===== src/rtl/mem_burst_reader.sv =====
// Burst reader for a 1024 x 8 memory with a synchronous read port.
// Issues one read per cycle and streams bytes through a 2-entry buffer on valid/ready.
module mem_burst_reader #(
  parameter int ADDR_W = 10,
  parameter int DATA_W = 8,
  parameter int LEN_W  = 11
) (
  input  logic              clk,
  input  logic              rst_n,
  input  logic              start,
  input  logic [ADDR_W-1:0] start_addr,
  input  logic [LEN_W-1:0]  length,
  output logic              busy,
  output logic              done,
  output logic              err,
  output logic              mem_en,
  output logic [ADDR_W-1:0] mem_addr,
  input  logic [DATA_W-1:0] mem_rdata,
  output logic [DATA_W-1:0] out_data,
  output logic              out_valid,
  input  logic              out_ready
);

  localparam logic [LEN_W-1:0] MAX_LEN = LEN_W'(1 << ADDR_W);

  typedef enum logic [1:0] {
    S_IDLE,
    S_RUN,
    S_DRAIN
  } state_e;

  state_e            state_q, state_d;
  logic [ADDR_W-1:0] addr_q, addr_d;
  logic [LEN_W-1:0]  issue_q, issue_d;
  logic [LEN_W-1:0]  deliver_q, deliver_d;
  logic [1:0]        count_q, count_d;
  logic              rd_ptr_q, wr_ptr_q;
  logic              inflight_q;
  logic              done_q, done_d;
  logic              err_q, err_d;
  logic [DATA_W-1:0] buf_q [2];

  logic       pop;
  logic       push;
  logic       issue;
  logic [1:0] slots_used;
  logic       len_ok;

  // Buffer entries plus the read in flight, minus what leaves this cycle,
  // is what the buffer must hold next cycle; never exceeds 2.
  assign pop        = (count_q != 2'd0) && out_ready;
  assign push       = inflight_q;
  assign slots_used = count_q + {1'b0, inflight_q} - {1'b0, pop};
  assign len_ok     = (length != '0) && (length <= MAX_LEN);

  // NOTE: every always_comb output gets a default first so no path can infer a latch.
  always_comb begin
    state_d   = state_q;
    addr_d    = addr_q;
    issue_d   = issue_q;
    deliver_d = deliver_q;
    done_d    = 1'b0;
    err_d     = 1'b0;
    issue     = 1'b0;

    case (state_q)
      S_IDLE: begin
        if (start) begin
          if (len_ok) begin
            addr_d    = start_addr;
            issue_d   = length;
            deliver_d = length;
            state_d   = S_RUN;
          end else begin
            err_d = 1'b1;
          end
        end
      end
      S_RUN: begin
        if ((issue_q != '0) && (slots_used < 2'd2)) begin
          issue   = 1'b1;
          addr_d  = addr_q + ADDR_W'(1);
          issue_d = issue_q - LEN_W'(1);
          if (issue_q == LEN_W'(1)) state_d = S_DRAIN;
        end
      end
      default: ;
    endcase

    // The final pop always trails the final issue by at least two cycles.
    if ((state_q != S_IDLE) && pop) begin
      deliver_d = deliver_q - LEN_W'(1);
      if (deliver_q == LEN_W'(1)) begin
        done_d  = 1'b1;
        state_d = S_IDLE;
      end
    end

    count_d = count_q + {1'b0, push} - {1'b0, pop};
  end

  // NOTE: sequential state uses non-blocking assignments so every register samples pre-edge values.
  always_ff @(posedge clk) begin
    if (!rst_n) begin
      state_q    <= S_IDLE;
      addr_q     <= '0;
      issue_q    <= '0;
      deliver_q  <= '0;
      count_q    <= 2'd0;
      rd_ptr_q   <= 1'b0;
      wr_ptr_q   <= 1'b0;
      inflight_q <= 1'b0;
      done_q     <= 1'b0;
      err_q      <= 1'b0;
    end else begin
      state_q    <= state_d;
      addr_q     <= addr_d;
      issue_q    <= issue_d;
      deliver_q  <= deliver_d;
      count_q    <= count_d;
      rd_ptr_q   <= rd_ptr_q ^ pop;
      wr_ptr_q   <= wr_ptr_q ^ push;
      inflight_q <= issue;
      done_q     <= done_d;
      err_q      <= err_d;
    end
  end

  // NOTE: buffer storage is not reset; count_q gates every read so stale contents are never seen.
  always_ff @(posedge clk) begin
    if (push) buf_q[wr_ptr_q] <= mem_rdata;
  end

  assign busy      = (state_q != S_IDLE);
  assign done      = done_q;
  assign err       = err_q;
  assign mem_en    = issue;
  assign mem_addr  = addr_q;
  assign out_valid = (count_q != 2'd0);
  assign out_data  = out_valid ? buf_q[rd_ptr_q] : '0;

endmodule


===== config.mk =====
export PLATFORM = sky130hd
export DESIGN_NAME = mem_burst_reader
export DESIGN_NICKNAME = d
export VERILOG_FILES = /design/src/rtl/mem_burst_reader.sv
export SDC_FILE = /design/constraint.sdc
export NUM_CORES = 1
export LEC_CHECK = 0
export BUFFER_PORTS_ARGS = -buffer_cell sky130_fd_sc_hd__buf_2
export CAP_MARGIN = 20
export CORE_ASPECT_RATIO = 0.6
export CORE_MARGIN = 2
export CORE_UTILIZATION = 38
export CTS_CLUSTER_DIAMETER = 150
export DETAILED_ROUTE_END_ITERATION = 8
export PLACE_DENSITY = 0.61
export SLEW_MARGIN = 10
export SYNTH_ARGS = -nofsm -noshare
export SYNTH_HDL_FRONTEND = slang
export SYNTH_SLANG_ARGS = --single-unit

===== constraint.sdc =====
create_clock -name clk -period 6 [get_ports clk]
set_clock_uncertainty 0.2 [all_clocks]
set_input_delay 1.2 -clock clk [delete_from_list [all_inputs] [get_ports clk]]
set_output_delay 1.2 -clock clk [all_outputs]
set_load 0.005 [all_outputs]

---- Word-level counts from Yosys, hierarchy flattened ----
Memory sizes are Yosys's and may differ from the RTL's. A register that Yosys moved wholly into a read port is not among the register bits.
Cells that the tools add are included.
storage, ports and cells
  flip-flop bits (word level) ............. 41
  bits in writable memories ............... 16
  word-level logic and storage cells ...... 68
  memories kept ........................... 1
operators by class
  $add $sub $neg .......................... 5
  magnitude comparators ................... 2
  equality and inequality tests ........... 6
  multiplexer cells ....................... 25
  bitwise logic cells ..................... 2
  reduce and logical (&&, ||, !) cells .... 17
memories
  name   words  width  rd ports  clocked after Yosys merged registers in  wr ports  RTL line  RTL
  buf_q  2      8      1         1                                        1         41        logic [DATA_W-1:0] buf_q [2];
operators with widths
  operator                                                 number
  2-to-1 mux 11 bit                                        5
  2-to-1 mux 10 bit                                        3
  equality test 11 x 1 -> 1 bit (second input constant)    2
  one-hot mux 11 bit (2 select lines)                      1
  nonzero test 11 bit                                      2
  subtractor 11 x 1 -> 11 bit (second input constant)      2
  one-hot mux 10 bit (2 select lines)                      1
  2-to-1 mux 2 bit                                         6
  nonzero test 2 bit                                       6
  less-or-equal comparator 11 bit (second input constant)  1
  adder 10 x 1 -> 10 bit (second input constant)           1
  2-to-1 mux 8 bit                                         1
  2-to-1 mux 1 bit                                         7
  != test 2 bit (second input constant)                    3
  AND reduction 3 bit                                      2
  logical AND 1 bit                                        4
  one-hot mux 2 bit (2 select lines)                       1
  AND reduction 4 bit                                      1
  adder 2 x 1 -> 2 bit                                     1
  equality test 2 x 1 -> 1 bit (second input constant)     1
  zero test 2 bit                                          1
  less-than comparator 2 bit (second input constant)       1
  AND reduction 2 bit                                      1
  subtractor 2 x 1 -> 2 bit                                1
  XOR 1 bit                                                2

---- Longest topological paths before layout ----
Gate-level depths: netlist of the first run.
  depth in word-level cells ............... 9
  mapped depth ............................ 9
  gate-level depth less buffers ........... 7

---- Least setup slack after synthesis of the first run ----
Ideal clock, no wire load.
  kind .................................... input port to output port
  start ................................... input port out_ready
  end ..................................... output port mem_en
  arrival time ............................ 2.231 ns
  required time ........................... 4.600 ns
  setup slack ............................. 2.369 ns
  cell stages on the path ................. 5
  buffers on the path ..................... 0
  path through ............................ o21ai_0 > xnor2_1 > ha_1 > xor2_1 > and2_1
between the ends
  cells in the longest elaborated chain, start to end .. 6
RTL lines
  element                     RTL line  RTL
  start: declaration          21        input logic out_ready
  logical AND 1 bit           51        assign pop = (count_q != 2'd0) && out_ready;
  subtractor 2 x 1 -> 2 bit   53        assign slots_used = count_q + {1'b0, inflight_q} - {1'b0, pop};
  less-than comparator 2 bit  80        if ((issue_q != '0) && (slots_used < 2'd2)) begin
  logical AND 1 bit           80
  2-to-1 mux 1 bit            80
  2-to-1 mux 1 bit            66        case (state_q)
  end: declaration            16        output logic mem_en,
Every way passes these cells.

---- Worst setup path after layout of the first run ----
Ends and elaborated chain as after synthesis.

==> impl_results.md, run 1 <==
- Register area: 1321 um2
- Mapped Cells: 334
- Clk buf depth: 2
- Clk slew on worst S/H paths: roughly 50 ps
- ANT nets after route: 0
- # H-tree levels: 3
- CTS resizes: 0
- Ys flop type: dfxtp_1
- Worst Setup End Kind: primary output
- Fin Setup TNS: 0 ps
- Synthesized cell area: 2955 um2
- Die H: 72.31 um
- # fillers: 727
- Vias in the first global route: 2449
- DR pass1 iterations: 4
- Fin area: ~3600 um2
- Status: complete, no violations
- Max Cap Viol: 0
- End-of-flow core utilization: 0.4914
- Die width: about 120 um
- Unrepaired setup endpoints after global routing: no
- CTS tree: yes
- Slew @ Worst Pin: ~1000 ps
- Worst R2R Path Depth: 8
- Final Critical Period: approximately 4000 ps
- Worst Hold Path EP: deliver_q[5]$_SDFFE_PN0P_
- Leak: 1.476 nW
- Origin of the critical flop-to-flop path: count_q[1]$_SDFF_PN0_
- Cell Area, Placed: roughly 3300 um2
- Synthesized net count: 376
- CTS Sinks: 58
- FF-to-FF setup slack: a little over 3000 ps
- Cell Count, Final, Fillers Out: 496
- Full die area: 8522 um2
- Placed Cells incl. Taps: 480
- Global-route wire length before repair: 12.30 mm
- CTS root buffer: clkbuf_16
- Worst flop-to-flop path endpoint: issue_q[6]$_SDFFE_PN0P_
- Slowest-stage cell, CP: xor2_1
- Final wirelength: 7.479 mm
- Fin. max-slew vios: 0
- Drt drc: 0
- Ys Warns: 0
- Max stage delay on crit path: 390 ps
- DP HPWL: approximately 5.3 mm
- Pwr Total: 0.001276 W
- Avg Inst Size Synth: 8.848 um2
- 1st-iter DRT viols: 113
- Startpoint types: primary input
- Sequential share of the synthesized area: 0.4471
- Multi-input logic area: 1529 um2
- Final number of setup-violating endpoints: 0
- Seq cells post-synth: 58
- Clock Latency Late Sink: 320 ps
- Via Count: 2687
- CTS Hold Buffers Added: 0
- IO buf count: 55
- Synth unique cells: 47
- Core area: 7387 um2
- Layout cells sized above 1: 0.1964
- Hold Path Depth: 2
- HP Start: deliver_q[5]$_SDFFE_PN0P_
- Maximum clock rate: 245.9 MHz
- CP most frequent cell: buf_2
- Vias per cell: 5.417
- Largest net degree at the start of global routing: 41
- Req. time, crit path: 4600 ps
- Nets: approximately 430
- N_diodes: 0
- Top Ports: 56
- Kind of critical path: primary input to primary output
- Part of the cycle the worst path needs: 0.6778
- Worst Hold Class: flip-flop to flip-flop
- Worst-path cell chain: buf_2 > o21ai_0 > xnor2_1 > ha_1 > xor2_1 > and2_1 > buf_2
- DR WL/cell: 15.08 um
- CTS Buf Count: 9
- FP Rows: 24
- Final Hold Viols: 0
- Headroom to the max-slew limit: 0.3108
- Overall Global Routing Usage: 0.1855
- Placer's final routability congestion estimate: 0.8416
- Number of synthesized flops with an enable pin: 16
- Area grow syn2layout: 22.82%
- Synth async-reset ratio: 0
- Gr ovfl total: 0
- Pwr dens: 351.6 nW/um2
- Starting Density: 0.4001
- Initial antenna violation count: 0
- Peak VDD IR: 195.7 uV
- CP arrival: 2670 ps
- Max FO, Critical Path: 6
- Setup Buffers After CTS: 0
## state kept, by name, summed over array words and instances, names as in the netlist, named ones only
signal / cells
count_q: 2
rd_ptr_q: 1
mem_addr: 10
wr_ptr_q: 1
buf_q: 16
inflight_q: 1
issue_q: 11
err: 1
deliver_q: 11
done: 1
state_q: 2
## layout by cell type, fill, tap and decap left out, types with 2 or more instances in the layout
| cell type | instances |
|---|---|
| inv_1 | 8 |
| nor4bb_1 | 2 |
| a21oi_1 | 38 |
| xnor2_1 | 8 |
| nand3_1 | 9 |
| nor4_1 | 8 |
| o21ai_0 | 5 |
| xor2_1 | 11 |
| clkbuf_8 | 2 |
| ha_1 | 9 |
| o22a_1 | 2 |
| and3_1 | 4 |
| o311ai_0 | 2 |
| and2_1 | 2 |
| a211o_1 | 13 |
| nor3b_1 | 2 |
| nor3_1 | 6 |
| clkbuf_16 | 9 |
| mux2i_1 | 8 |
| a21o_1 | 2 |
| a31oi_1 | 5 |
| dfxtp_1 | 42 |
| buf_4 | 2 |
| edfxtp_1 | 16 |
| nand4_1 | 3 |
| nand2_1 | 41 |
| bufinv_16 | 2 |
| nor2_1 | 46 |
| o221a_1 | 3 |
| or3_1 | 5 |
| a22oi_1 | 2 |
| buf_2 | 55 |
## worst max-delay path, delay by kind of cell
family / cells / cell delay [ps]
xor gates and xnor gates: 2 / 570
and+or+nand+nor: 1 / 270
buffers and inverters: 2 / 250
adders and majority gates: 1 / 200
AOI/OAI and AO/OA: 1 / 170
## kinds of logic after synthesis
kind of cell,after synthesis,share of synthesized area
adder cells (fa/ha/maj),9,0.03810
buffers and inverters,23,0.03641
AND/OR/NAND/NOR,136,0.2142
multiplexers,8,0.02710
flip-flops,58,0.4471
AO/OA/AOI/OAI,81,0.1808
XOR/XNOR,19,0.05631
## synthesized netlist by cell type (2+ instances only)
library cell   n  area (um2)
a211o_1       13       113.9
a21o_1         2       15.01
a21oi_1       38       190.2
a22oi_1        2       15.01
a31oi_1        5       31.28
and2_1         2       12.51
and3_1         4       25.02
buf_2          2       10.01
buf_4          3       22.52
clkbuf_1       9       33.78
dfxtp_1       42       840.8
edfxtp_1      16       480.5
ha_1           9       112.6
inv_1          8       30.03
mux2i_1        8       80.08
nand2_1       41       153.9
nand3_1        9       45.04
nand4_1        3       18.77
nor2_1        46       172.7
nor2b_1        2       12.51
nor3_1         6       30.03
nor3b_1        2       15.01
nor4_1         8       50.05
nor4bb_1       2       20.02
o21ai_0        5       25.02
o221a_1        3       33.78
o22a_1         2       17.52
o311ai_0       2       17.52
or3_1          5       31.28
xnor2_1        8       70.07
xor2_1        11       96.34
## metrics by stage
step / setup WS (ps) / hold WS, ps
after detailed placement: 1951 / 269.3
after global routing: 1834 / 310.2
final: 1933 / 271.8
after floorplan: 2369 / 246.4
after global placement: 2008 / 264.0
after CTS: 1946 / 275.4
## report_power, final
group | internal (W) | switching [W] | total, W
Sequential | 0.000435 | 0.0000376 | 0.000473
Clock | 0.000383 | 0.000174 | 0.000558
Combinational | 0.000107 | 0.000139 | 0.000246
Total | 0.000925 | 0.000351 | 0.00128
## cell type report
cell class,instances,share of cell area
multi-input cells,253,0.4212
flip-flops and latches,58,0.3640
repair buffers,57,0.07997
clock buffers,11,0.06963
well taps,104,0.03585
clock inverters,5,0.02103
inverters,8,0.008273
## metal layers
metal  vias to the layer above  part of all wire  global-route usage  wire (um)
met5                         -                 0                   0          0
met4                         0             0.013             0.06024         95
met3                        12             0.062             0.06132        464
met2                        91              0.43              0.2668       3224
met1                      1270              0.49              0.2633       3695
li1                       1314                 -                   -          -
## worst max-delay path by stage
stage,start,endpoint,slack [ps],depth (start not counted)
2_1_floorplan,out_ready,mem_en,2370,5
4_1_cts,out_ready,mem_en,1950,7
5_1_grt,out_ready,mem_en,1830,7
6_report,out_ready,mem_en,1930,7
3_3_place_gp,out_ready,mem_en,2010,7
3_5_place_dp,out_ready,mem_en,1950,7
No activity file was read; power rests on OpenSTA's default activity.
==> inputs of run 2 (changes only) <==
--- a/config.mk
+++ b/config.mk
@@ -5,6 +5,7 @@
 export SDC_FILE = /design/constraint.sdc
 export NUM_CORES = 1
 export LEC_CHECK = 0
+export ABC_AREA = 1
 export BUFFER_PORTS_ARGS = -buffer_cell sky130_fd_sc_hd__buf_2
 export CAP_MARGIN = 20
 export CORE_ASPECT_RATIO = 0.6
@@ -12,7 +13,7 @@
 export CORE_UTILIZATION = 38
 export CTS_CLUSTER_DIAMETER = 150
 export DETAILED_ROUTE_END_ITERATION = 8
-export PLACE_DENSITY = 0.61
+export PLACE_DENSITY = 0.6
 export SLEW_MARGIN = 10
 export SYNTH_ARGS = -nofsm -noshare
 export SYNTH_HDL_FRONTEND = slang
==> constraint.sdc (replaced) <==
create_clock -name clk -period 3.75 [get_ports clk]
set_clock_uncertainty 0.2 [all_clocks]
set_input_delay 0.75 -clock clk [delete_from_list [all_inputs] [get_ports clk]]
set_output_delay 0.75 -clock clk [all_outputs]
set_load 0.005 [all_outputs]
==> run 2 against run 1 <==
Against the previous run:
- sequential share of layout area decreased by 4.2 points
- clock power up 59%
- total power up 88%
- die area rose by 16%
- sequential power is 70% higher
- register-to-register slack worse by 2000 ps
==> impl_results.md, run 2 <==
- Vias per cell: 4.965 (-8.3%)
- N_diodes: 0 (unchanged)
- Hold_ws: 275.0 ps (+3.184 ps)
- DP HPWL: 6.564 mm (+25%)
- IO buf count: 55 (unchanged)
- Part of the cycle the worst path needs: 0.7820
- Ys flop type: dfxtp_1
- Post-synth top area cell: dfxtp_1
- Die width: 127.2 um (+7.9%)
- Gr ovfl total: 0 (unchanged)
- DR WL/cell: 13.38 um (-11%)
- Headroom to the max-slew limit: 0.4924 (+0.1815)
- Final Hold Viols: 0 (unchanged)
- Ys Warns: 0 (unchanged)
- Top area cells in the synthesized netlist: dfxtp_1 (24%), nand2_1 (15%), edfxtp_1 (14%)
- DR pass1 iterations: 6 (+2)
- CP arrival: 1980 ps (-690 ps)
- Origin of the critical flop-to-flop path: count_q[1]$_SDFF_PN0_
- HP Start: state_q[0]$_SDFF_PN0_
- Most frequent cell after synthesis: nand2_1
- Final wirelength: 9.202 mm (+23%)
- CTS root buffer: clkbuf_16
- Die H: 77.90 um (+7.7%)
- Placed Cells incl. Taps: 672 (+40%)
- Clk slew on worst S/H paths: 60 ps (about the same)
- Hold Path Depth: 2 (unchanged)
- Largest registers: buf_q: 16 flops, deliver_q: 11 flops, issue_q: 11 flops
- Top reg by flops: buf_q
- Post-synth top area share: 0.2431 (-0.04138)
- Setup crit start: out_ready
- Worst R2R Path Depth: 17 (+9)
- Peak VDD IR: 252.8 uV (+29%)
- Synth unique cells: 31 (-34%)
- Mapped Cells: 520 (+56%)
- Synth async-reset ratio: 0 (unchanged)
- Unrepaired setup endpoints after global routing: no
- Max stage delay on crit path: 180 ps (-210 ps)
- Largest net degree at the start of global routing: 38 (-7.3%)
- Worst-path cell chain: buf_2 > inv_1 > nor2_4 > inv_1 > nand2_1 > nand2_1 > ha_1 > inv_1 > nand2_1 > nand2_1 > inv_1 > nand2_2 > nand4_4 > inv_1 > buf_2
- CP Buf/Inv Count: 7 (+5)
- Slowest-stage cell, CP: ha_1
- Setup Buffers After CTS: 0 (unchanged)
- Global-route wire length before repair: 15.24 mm (+24%)
- Number of synthesized flops with an enable pin: 16 (unchanged)
- End-of-flow core utilization: 0.4725 (-0.01888)
- CTS Hold Buffers Added: 0 (unchanged)
- Startpoint types: primary input
- Commonest non-fill, non-tap cell in the layout: nand2_1
- Avg Inst Size Synth: 6.651 um2 (-25%)
- CP most frequent cell: inv_1
- Worst flop-to-flop path endpoint: mem_addr[3]$_SDFFE_PN0P_
- Max reg flops: 16 (unchanged)
- Core area: 8686 um2 (+18%)
- Multi-input logic area: 1777 um2 (+16%)
- Leak: 1.989 nW (+35%)
- 1st-iter DRT viols: 287 (+150%)
- Synthesized net count: 562 (+49%)
- FP Rows: 26 (+8.3%)
- Sequential share of the synthesized area: 0.3821 (-0.06502)
- CTS tree: yes
- CTS Buf Count: 9 (unchanged)
- Slew @ Worst Pin: 759.6 ps (-273.0 ps)
- Cell family with most CP delay: simple AND/OR/NAND/NOR gates
- Cell Count, Final, Fillers Out: 688 (+39%)
- Drt drc: 0 (unchanged)
- Clock Latency Late Sink: 330 ps (about the same)
- Max FO, Critical Path: 4 (-2)
- Seq cells post-synth: 58 (unchanged)
- Top cells by count, synth: nand2_1 (138), nor2_1 (83), inv_1 (62)
- Register area: 1321 um2 (unchanged)
- Req. time, crit path: 2800 ps (-1800 ps)
- Pwr Total: 0.002400 W (+88%)
- Final Critical Period: 2932 ps
- Layout cells sized above 1: 0.1528 (-0.04365)
- Full die area: 9905 um2 (+16%)
- CTS Sinks: 58 (unchanged)
- Via Count: 3416 (+27%)
- Worst Setup End Kind: primary output
- Vias in the first global route: 3066 (+25%)
- Fin. max-slew vios: 0 (unchanged)
- Maximum clock rate: 341.0 MHz
- Pwr dens: 584.8 nW/um2 (+66%)
- Starting Density: 0.3982 (-0.001911)
- ANT nets after route: 0 (unchanged)
- Clk buf depth: 2 (unchanged)
- Overall Global Routing Usage: 0.1932 (+0.007774)
- Top Ports: 56 (unchanged)
- Synthesized cell area: 3458 um2 (+17%)
- Placer's final routability congestion estimate: 0.9076 (+7.8%)
- Worst Hold Class: flip-flop to flip-flop
- Status: complete, no violations
- Area grow syn2layout: 18.67%
- Worst Hold Path EP: state_q[0]$_SDFF_PN0_
- Commonest non-fill, non-tap cells in the layout: nand2_1 (138), nor2_1 (83), inv_1 (62)
- Initial antenna violation count: 0 (unchanged)
- # H-tree levels: 3 (unchanged)
- FF-to-FF setup slack: 1120 ps (-1960 ps)
- Fin Setup TNS: 0 ps (unchanged)
- Nets: 613 (+43%)
- Final number of setup-violating endpoints: 0 (unchanged)
- Kind of critical path: primary input to primary output
- Max Cap Viol: 0 (unchanged)
- # fillers: 898 (+24%)
- CTS resizes: 0 (unchanged)
==> run 2: changes by cell type after synthesis, sizes merged, moves of 5 or more <==
cell / previous run / this run
nand2: 41 / 142
inv: 8 / 64
nand3: 9 / 60
nor2: 46 / 86
o21ai: 6 / 29
a211o: 13 / 0
xor2: 11 / 0
mux2i: 8 / 0
nor4: 8 / 0
xnor2: 8 / 1
a21oi: 39 / 34
buf: 6 / 11
or3: 5 / 0
==> run 2: worst register-to-register path: cells and delay by family (launching register included) <==
kind / cells / cell delay [ps]
buf+inv: 5 / 740
simple gates: 11 / 1130
flops: 1 / 340
fa+ha+maj: 1 / 150
==> run 2: how the worst max path moves through the flow <==
| stage | end | cells after the start |
|---|---|---|
| finish | mem_en | 15 |
| global route | mem_en | 13 |
| CTS | mem_en | 15 |
| detailed placement | issue_q[10]$_SDFFE_PN0P_ | 17 |
| global placement | mem_en | 15 |
| floorplan | mem_en | 14 |
==> run 2: power breakdown <==
group / switching (W) / internal [W] / leakage, nW / total [W]
clock: 0.000303 / 0.000586 / 0.156 / 0.000890
combinational: 0.000458 / 0.000248 / 1.34 / 0.000707
sequential: 0.0000776 / 0.000726 / 0.490 / 0.000804
total: 0.000839 / 0.00156 / 1.99 / 0.00240
==> run 2: metal layers <==
metal  part of all wire  track usage  up-vias  routed length, um
li1                   -            -     1765                  -
met1               0.51       0.2949     1505               4671
met2               0.40       0.2618      134               3675
met3              0.086      0.05931       12                788
met4             0.0073      0.04286        0                 67
met5                  0            0        -                  0
==> run 2: final cells by class <==
| cell class | instances | share of cell area |
|---|---|---|
| Clock buffer | 9 | 0.05488 |
| Clock inverter | 7 | 0.02500 |
| Tap cell | 112 | 0.03415 |
| Inverter | 64 | 0.05854 |
| Multi-Input combinational cell | 380 | 0.4329 |
| Sequential cell | 58 | 0.3220 |
| Timing Repair Buffer | 58 | 0.07256 |
==> run 2: cells by family (layout without fill, tap and decap cells) <==
group                    Yosys count  in the layout  share of synthesized area
AO/OA/AOI/OAI                     68             68                     0.1020
XOR/XNOR                           1              1                   0.002533
adder cells (fa/ha/maj)            9              9                    0.03256
buffers and inverters             82            138                     0.1042
flip-flops                        58             58                     0.3821
AND/OR/NAND/NOR                  302            302                     0.3766
==> run 2: stage by stage <==
stage / instance area [um2] / setup slack (ps)
after floorplan: 3458 / 824.1
after global placement: 3776 / 841.1
after detailed placement: 3776 / 760.3
after CTS: 4104 / 799.8
after global routing: 4104 / 589.1
final: 4104 / 817.6
